`src/rtl/mem_access_stage.sv`:
```
// Memory stage of the five-stage MIPS pipeline: turns EX/MEM memory controls
// into a ready/req data-memory transaction, steers store lanes, extracts and
// extends load data, stalls on slow memory and registers the MEM/WB outputs.
module mem_access_stage #(
  parameter int ADDR_W = 32
) (
  input  logic              clk,
  input  logic              inicio,
  input  logic [1:0]        MemReadM,
  input  logic              LoadUnsignedM,
  input  logic [3:0]        MemWriteM,
  input  logic              RegWriteM,
  input  logic              MemtoRegM,
  input  logic [ADDR_W-1:0] ALUOutM,
  input  logic [31:0]       WriteDataM,
  input  logic [4:0]        WriteRegM,
  output logic              dmem_req,
  output logic              dmem_we,
  output logic [ADDR_W-1:0] dmem_addr,
  output logic [3:0]        dmem_be,
  output logic [31:0]       dmem_wdata,
  input  logic [31:0]       dmem_rdata,
  input  logic              dmem_ready,
  output logic              StallM,
  output logic              MisalignM,
  output logic              RegWriteW,
  output logic              MemtoRegW,
  output logic [31:0]       ReadDataW,
  output logic [ADDR_W-1:0] ALUOutW,
  output logic [4:0]        WriteRegW
);

  typedef enum logic {S_IDLE, S_WAIT} state_t;
  state_t state, state_nxt;

  logic       ld, st, op, acc_half, acc_word, misalign, go;
  logic [1:0] sh;
  logic [3:0] size_mask;
  logic [7:0] byte_sel;
  logic [15:0] half_sel;
  logic [31:0] ld_ext, rd_nxt;

  // Decode access size; a store overrides a simultaneously encoded load.
  always_comb begin
    ld        = |MemReadM;
    st        = |MemWriteM;
    op        = ld | st;
    sh        = ALUOutM[1:0];
    acc_half  = st ? (MemWriteM == 4'b0011) : (MemReadM == 2'b10);
    acc_word  = st ? (MemWriteM == 4'b1111) : (MemReadM == 2'b11);
    misalign  = op & ((acc_half & sh[0]) | (acc_word & (sh != 2'b00)));
    go        = inicio & op & ~misalign;
    size_mask = 4'b0000;
    if (st)                       size_mask = MemWriteM;
    else if (MemReadM == 2'b01)   size_mask = 4'b0001;
    else if (MemReadM == 2'b10)   size_mask = 4'b0011;
    else if (MemReadM == 2'b11)   size_mask = 4'b1111;
  end

  // Pick the addressed lane out of the read word and extend it.
  always_comb begin
    byte_sel = dmem_rdata[{sh, 3'b000} +: 8];
    half_sel = dmem_rdata[{sh[1], 4'b0000} +: 16];
    case (MemReadM)
      2'b01:   ld_ext = {{24{~LoadUnsignedM & byte_sel[7]}}, byte_sel};
      2'b10:   ld_ext = {{16{~LoadUnsignedM & half_sel[15]}}, half_sel};
      2'b11:   ld_ext = dmem_rdata;
      default: ld_ext = 32'h0;
    endcase
    // Stores and misaligned accesses carry no load data into WB.
    rd_nxt = (ld & ~st & ~misalign) ? ld_ext : 32'h0;
  end

  // FSM state register; reset aborts any outstanding transaction.
  always_ff @(posedge clk or negedge inicio) begin
    if (!inicio) state <= S_IDLE;
    else         state <= state_nxt;
  end

  // FSM next state: wait while an issued access has not completed.
  always_comb begin
    state_nxt = state;
    case (state)
      S_IDLE: if (go && !dmem_ready) state_nxt = S_WAIT;
      S_WAIT: if (dmem_ready || !inicio) state_nxt = S_IDLE;
      default: state_nxt = S_IDLE;
    endcase
  end

  // FSM outputs: bus drive and stall; all bus fields zero without a request.
  always_comb begin
    dmem_req = 1'b0;
    case (state)
      S_IDLE:  dmem_req = go;
      // EX/MEM is frozen, so the aligned op that entered WAIT is still there.
      S_WAIT:  dmem_req = inicio;
      default: dmem_req = 1'b0;
    endcase
    StallM     = dmem_req & ~dmem_ready;
    dmem_we    = dmem_req & st;
    dmem_addr  = dmem_req ? {ALUOutM[ADDR_W-1:2], 2'b00} : '0;
    dmem_be    = dmem_req ? (size_mask << sh) : 4'b0000;
    dmem_wdata = 32'h0;
    if (dmem_req && st) begin
      if (MemWriteM == 4'b1111)      dmem_wdata = WriteDataM;
      else if (MemWriteM == 4'b0011) dmem_wdata = {2{WriteDataM[15:0]}};
      else                           dmem_wdata = {4{WriteDataM[7:0]}};
    end
  end

  // MEM/WB registers: advance when not stalled, otherwise insert a bubble.
  always_ff @(posedge clk or negedge inicio) begin
    if (!inicio) begin
      RegWriteW <= 1'b0;
      MemtoRegW <= 1'b0;
      ReadDataW <= 32'h0;
      ALUOutW   <= '0;
      WriteRegW <= 5'd0;
      MisalignM <= 1'b0;
    end else begin
      MisalignM <= misalign;
      if (StallM) begin
        RegWriteW <= 1'b0;
      end else begin
        RegWriteW <= RegWriteM & ~misalign;
        MemtoRegW <= MemtoRegM;
        ReadDataW <= rd_nxt;
        ALUOutW   <= ALUOutM;
        WriteRegW <= WriteRegM;
      end
    end
  end

endmodule

```
`config.mk`:
```
export PLATFORM = sky130hd
export DESIGN_NAME = mem_access_stage
export DESIGN_NICKNAME = d
export VERILOG_FILES = /design/src/rtl/mem_access_stage.sv
export SDC_FILE = /design/constraint.sdc
export NUM_CORES = 1
export LEC_CHECK = 0
export ABC_AREA = 1
export CAP_MARGIN = 10
export CORE_MARGIN = 2
export CORE_UTILIZATION = 43
export DETAILED_ROUTE_END_ITERATION = 12
export PLACE_DENSITY = 0.95
export SYNTH_ARGS = -nofsm -noshare
export SYNTH_HDL_FRONTEND = slang
export SYNTH_SLANG_ARGS = --single-unit
```
`constraint.sdc`:
```
create_clock -name clk -period 2.8 [get_ports clk]
set_clock_uncertainty 0.05 [all_clocks]
set_input_delay 0.28 -clock clk [delete_from_list [all_inputs] [get_ports clk]]
set_output_delay 0.28 -clock clk [all_outputs]
set_load 0.05 [all_outputs]
```
==> impl_metrics.py, run 1 <==
metrics = {
    "setup_path": {
        "reg2reg_slack_ps": 1300,
        "crit_path_top_delay_cell": "clkdlybuf4s50_1",
        "cp_data_arrival_time_ps": 2300,
        "worstPathMaxFanout": 30,
        "path_delay_family": "buffers and inverters",
        "crit_required_ps": 2470,
        "setup.worst_path.end_class": "output port",
        "crit_start": "MemWriteM[0]",
        "worstPathBufferInverterCount": 4,
        "r2r_end": "ReadDataW[26]",
        "criticalPathCategory": "input port to output port",
        "ff2ff_path_depth": 6,
        "r2r-start": "state",
        "start_kind": "input port",
        "critical-path-max-stage-delay_ps": 470,
        "crit_end": "dmem_addr[26]",
        "crit_chain": "clkdlybuf4s50_1 -> nor2_2 -> nand2_1 -> nand2_1 -> nand3_2 -> nand3_2 -> nand2_4 -> inv_1 -> buf_4 -> nor2_1 -> buf_12",
        "critical_path_depth": 11,
    },
    "synth": {
        "synth_top_area_share_pct": 38.6,
        "syn_area_um2": 4730,
        "async_flop_share_pct": 100,
        "synth_edf_count": 0,
        "ys.flop_type": "dfrtp_1",
        "ys_top_cells_by_area": "dfrtp_1, nand2_1, nor2_1",
        "avgSynthCellArea_um2": 6.40,
        "ys_ff_latch": 73,
        "yosysSeqAreaShare_pct": 38.6,
        "synth.top_cells.by_count": "nand2_1, nor2_1, nand3_1",
        "netlist_instances": 739,
        "ys_warn_count": 0,
        "yosysTopAreaCell": "dfrtp_1",
        "synth_most_common_cell": "nand2_1",
        "ys_types": 22,
    },
    "sta": {
        "fmax_mhz": 380,
        "finalCritPeriodShare_pct": 94.1,
        "period_needed_ps": 2630,
        "setup_tns_ps": 0,
        "worstMarginPinSlew_ps": 761,
        "setup_viol": 0,
        "post-route-worst-setup-slack_ps": 167,
        "hold_viol": 0,
        "relSlewSlack_pct": 49.3,
        "rsz0062_at_grt": "no",
        "slew_violations": 0,
    },
    "pwr": {
        "ir_drop_v": 0.000367,
        "p_leak_uw": 0.00407,
        "p_per_area_nw_per_um2": 436,
    },
    "clock_tree": {
        "cts_tree": "done",
        "cts_buffers": 9,
        "worstSkewPairLatency_ps": 330,
        "h-tree-depth": 3,
        "clock_path_buffers": 2,
        "post_cts_buffers": 0,
        "cts_sinks": 73,
        "clkTransAtPathRegs_ps": 90,
        "cts_resized": 0,
        "root_buffer": "clkbuf_8",
    },
    "route": {
        "wl_per_cell_um": 15.5,
        "vias": 5743,
        "drtIter0Drc": 343,
        "via_per_inst": 5.14,
        "drc": 0,
        "ant_nets": 0,
        "drt_wl_total_um": 17300,
        "first_pass_iters": 7,
    },
    "floorplanning": {
        "ios": 256,
        "die_area_um2": 11900,
        "die_h_um": 109,
        "start_util_pct": 43.9,
        "dieWidth_um": 109,
        "core.rowCount": 38,
        "coreArea_um2": 10800,
    },
    "flow_run": {
        "cap_violations": 0,
    },
    "placed_design": {
        "place_area_um2": 7990,
        "place_inst": 1100,
        "pre_cts_slack_ps": 191,
        "gp_congestion": 0.939,
        "port_buffers": 253,
        "dp_hpwl_um": 13500,
    },
    "outcome": {
        "outcome": "finished clean",
    },
    "global_routing": {
        "antenna_found_initial": 0,
        "grt_max_degree": 62,
        "grt_overflow": 0,
        "grt_pass1_vias": 5575,
        "grt_use_total_pct": 29.1,
        "grt_pass1_wl_um": 27000,
    },
    "cells_and_area": {
        "area_delta_synth_final_pct": 72.6,
        "nFillCells": 763,
        "multi_input_area_um2": 2360,
        "regArea_um2": 1830,
        "insertedDiodeCount": 0,
        "stdcell_area_um2": 8170,
        "nNetsFinal": 1085,
        "final_cells": 1117,
        "drive_above_1_share_pct": 12.5,
    },
    "worst_hold_path": {
        "hp-class": "input port to async pin",
    },
}
-- what timing repair did --
item,4_1_cts,5_1_grt
setup endpoints to repair,0,0
hold buffers,1,0
hold endpoints to repair,12,0
-- kinds of logic after synthesis --
family,synth area share [%]
and+or+nand+nor,39.1
DFF,38.6
AOI/OAI and AO/OA,10.5
other,0.0792
buffers and inverters,11.7
-- worst reg2reg max path: cells and delay by family, from the launching register on --
family | cells | cell delay [ps]
buf+inv | 1 | 360
simple gates | 5 | 660
flops | 1 | 360
-- power breakdown --
group / leakage, uW / switching (uW) / total [uW] / internal, uW
Sequential: 0.000938 / 39.8 / 1160 / 1120
Clock: 0.0000827 / 417 / 740 / 324
Combinational: 0.00305 / 998 / 1660 / 663
Total: 0.00407 / 1450 / 3560 / 2100
-- how the worst min path moves through the flow --
| stage | startpoint | end | slack [ps] | cells past startpoint |
|---|---|---|---|---|
| 2_1_floorplan | inicio | ALUOutW[0] | -70 | 0 |
| 3_3_place_gp | inicio | state | 100 | 1 |
| 3_5_place_dp | inicio | state | 100 | 1 |
| 4_1_cts | inicio | ALUOutW[9] | 280 | 2 |
| 5_1_grt | inicio | ALUOutW[9] | 280 | 2 |
| 6_report | inicio | ALUOutW[9] | 280 | 2 |
-- per-stage QoR --
step           power, uW  hold slack [ps]  util, %
4_1_cts             3570              279     75.7
6_report            3560              280     75.7
3_5_place_dp        2840              101     74.0
2_1_floorplan       2050            -65.6        -
5_1_grt             3710              281     75.7
3_3_place_gp        2810             99.5     74.0
-- placed cells by master (no fill, tap or decap) --
master / synthesis / final
a21oi_1: 40 / 40
buf_12: 0 / 70
buf_4: 4 / 16
clkbuf_1: 9 / 1
clkbuf_8: 0 / 9
clkdlybuf4s50_1: 0 / 183
clkinv_1: 1 / 1
clkinv_2: 0 / 2
clkinv_4: 0 / 1
clkinvlp_4: 0 / 2
conb_1: 1 / 2
dfrtp_1: 73 / 73
dlygate4sd3_1: 0 / 1
inv_1: 68 / 68
inv_2: 4 / 4
inv_6: 0 / 1
nand2_1: 241 / 241
nand2_2: 4 / 4
nand2_4: 2 / 2
nand3_1: 74 / 74
nand3_2: 8 / 8
nor2_1: 112 / 112
nor2_2: 1 / 1
nor2_4: 2 / 2
o2111ai_1: 1 / 1
o21ai_0: 56 / 56
o21ai_1: 2 / 2
-- final cells by class --
cell class              instances  share of cell area [%]
repair buffers                270                    41.2
inverters                      73                    3.35
multi-input cells             545                    28.9
clock buffers                  10                    1.56
well taps                     140                    2.14
clock inverters                 6                   0.521
flip-flops and latches         73                    22.4
-- routing by layer --
metal  wire, um  track usage [%]
met4        470             9.98
met2       8950             52.6
met1       6330             33.1
met5          0                0
met3       1510             7.29
-- sequential cells by signal, indices dropped and copies added (netlist names) --
signal,cells
RegWriteW,1
MisalignM,1
MemtoRegW,1
state,1
ReadDataW,32
WriteRegW,5
ALUOutW,32
Note: power is estimated with default switching activity, not from simulation.
==> run 2: changes to the inputs <==
- GPL_ROUTABILITY_DRIVEN: unset -> 1
==> results of run 2 <==
No change in the layout: final DEF, timing and power equal those of run 1.
==> run 3: changes to the inputs <==
- CORE_AREA: unset -> 2 2 100 102
- CORE_MARGIN: 2 -> unset
- CORE_UTILIZATION: 43 -> unset
- DIE_AREA: unset -> 0 0 102 104
- DONT_BUFFER_PORTS: unset -> 1
- PLACE_DENSITY: 0.95 -> 0.77
==> run 3 against run 2 <==
Final cell count fell by 15%. Register-to-register slack better by 80 ps. Clock power grew 25%. Non-clock buffer count decreased by 159. Total power fell by 9.7%. Critical endpoint is now dmem_be[0]. Utilization shrank 15 points. Critical path depth did not move. Worst setup slack better by 370 ps. Via count is 11% lower. Sequential cell count did not move. Design area is 29% lower. Routed wire length shrank 10%.
==> impl_metrics.py, run 3 (synthesis results as in run 1) <==
metrics = {
    "outcome": {
        "outcome": "finished clean",
    },
    "sta": {
        "worstMarginPinSlew_ps": 584,
        "fmax_mhz": 441,
        "hold_viol": 0,
        "rsz0062_at_grt": "no",
        "setup_viol": 0,
        "slew_violations": 0,
        "relSlewSlack_pct": 61.1,
        "setup_tns_ps": 0,
        "finalCritPeriodShare_pct": 80.9,
        "period_needed_ps": 2270,
    },
    "pwr": {
        "power_uw": 3210,
        "power.share.sequential_pct": 43.4,
        "internal_power_uw": 1870,
        "p_sw_uw": 1340,
        "ir_drop_v": 0.000274,
        "combinationalPowerShare_pct": 27.9,
        "switching_share_pct": 41.7,
        "power_frac_clock_pct": 28.7,
        "p_leak_uw": 0.00325,
        "p_per_area_nw_per_um2": 555,
    },
    "clock_tree": {
        "post_cts_buffers": 0,
        "cts_sinks": 73,
        "cts_tree": "done",
        "clock_path_buffers": 2,
        "clkTransAtPathRegs_ps": 90,
        "root_buffer": "clkbuf_8",
        "h-tree-depth": 3,
        "cts_buffers": 9,
        "worstSkewPairLatency_ps": 340,
    },
    "route": {
        "ant_nets": 0,
        "drtIter0Drc": 309,
        "wl_per_cell_um": 16.3,
        "via_per_inst": 5.37,
        "drc": 0,
        "vias": 5110,
        "drt_wl_total_um": 15500,
        "first_pass_iters": 6,
    },
    "cells_and_area": {
        "insertedDiodeCount": 0,
        "drive_above_1_share_pct": 13.8,
        "nNetsFinal": 926,
        "final_util_pct": 60.7,
        "reg_top3": "ALUOutW (32), ReadDataW (32), WriteRegW (5)",
        "final_common_cell": "nand2_1",
        "most-common-layout-cells": "nand2_1, nor2_1, buf_4, nand3_1, dfrtp_1",
        "area_delta_synth_final_pct": 22.4,
    },
    "global_routing": {
        "use_met2_pct": 49.4,
        "top_usage_layer": "met2",
        "use_met3_pct": 7.93,
        "grt_pass1_vias": 5003,
        "grt_max_degree": 74,
        "grt_overflow": 0,
        "antenna_found_initial": 1,
        "met1_usage_pct": 31.2,
        "grt_pass1_wl_um": 24000,
        "grt_use_total_pct": 28.0,
    },
    "floorplanning": {
        "die_h_um": 104,
        "dieWidth_um": 102,
        "ios": 256,
        "core.rowCount": 36,
        "start_util_pct": 49.6,
        "die_area_um2": 10600,
        "coreArea_um2": 9550,
    },
    "placed_design": {
        "gp_congestion": 0.870,
        "dp_hpwl_um": 10500,
        "port_buffers": 0,
    },
    "setup_path": {
        "crit_required_ps": 2470,
        "worstPathMaxFanout": 19,
        "setup.worst_path.end_class": "output port",
        "cp_data_arrival_time_ps": 1940,
        "start_kind": "input port",
        "criticalPathCategory": "input port to output port",
    },
    "flow_run": {
        "cap_violations": 0,
    },
    "worst_hold_path": {
        "hp-class": "input port to flip-flop",
    },
}
[run 3: changes by cell type in the layout (fill, tap and decap cells not counted), sizes merged]
cell	previous run	this run
buf	86	77
bufinv	0	2
clkdlybuf4s50	183	0
clkinv	4	3
clkinvlp	2	1
dlygate4sd3	1	34
[run 3: final timing paths]
check                        startpoint  slack [ps]  cells after the start       endpoint
setup / recovery            MemReadM[1]         530                     11     dmem_be[0]
hold / removal             WriteRegM[0]          10                      2   WriteRegW[0]
setup reg to reg                  state        1380                      5    ALUOutW[14]
hold reg to reg            ReadDataW[8]         770                      2   ReadDataW[8]
max in group asynchronous        inicio        1890                      2  ReadDataW[28]
min in group asynchronous        inicio         510                      2    ALUOutW[25]
[run 3: worst max-delay path, cell delays in order]
cell and delay [ps]:
nand2_2 210, inv_2 200, nand3_2 120, nand2_1 60, nand2_2 90, nand3_2 90, nand2_4 100, buf_4 310
nand2_1 110, nor2_1 120, buf_4 210
[run 3: routing by layer]
metal	wire (um)	vias up
met5	0	-
met4	427	0
met3	1420	39
met2	7890	278
met1	5760	2349
li1	-	2444
[run 3: what timing repair did]
action / in CTS / in global routing
hold buffers: 35 / 0
hold endpoints to repair: 106 / 0
resized for setup: 0 / 0
[run 3: cell type report]
class | instances | area [um^2]
clock buffer | 10 | 128
clock inverter | 6 | 90.1
fill | 912 | 3750
inverter | 73 | 274
multi-input combinational | 545 | 2360
sequential | 73 | 1830
tap | 133 | 166
timing repair buffer | 111 | 951
[run 3: power groups by stage]
stage | logic [uW] | clock network [uW] | registers (uW)
2_1_floorplan | 651 | 0 | 1400
3_5_place_dp | 820 | 0 | 1420
4_1_cts | 886 | 933 | 1400
3_3_place_gp | 802 | 0 | 1420
5_1_grt | 960 | 979 | 1400
6_report | 895 | 922 | 1400
[run 3: per-stage QoR]
step	hold slack [ps]	setup WS, ps	std cells	area, um^2
floorplan	-65.6	604	740	4740
global route	8.05	369	951	5790
global placement	-64.1	636	900	5210
finish	12.8	534	951	5790
CTS	1.12	561	951	5790
detailed placement	-64.0	571	900	5210
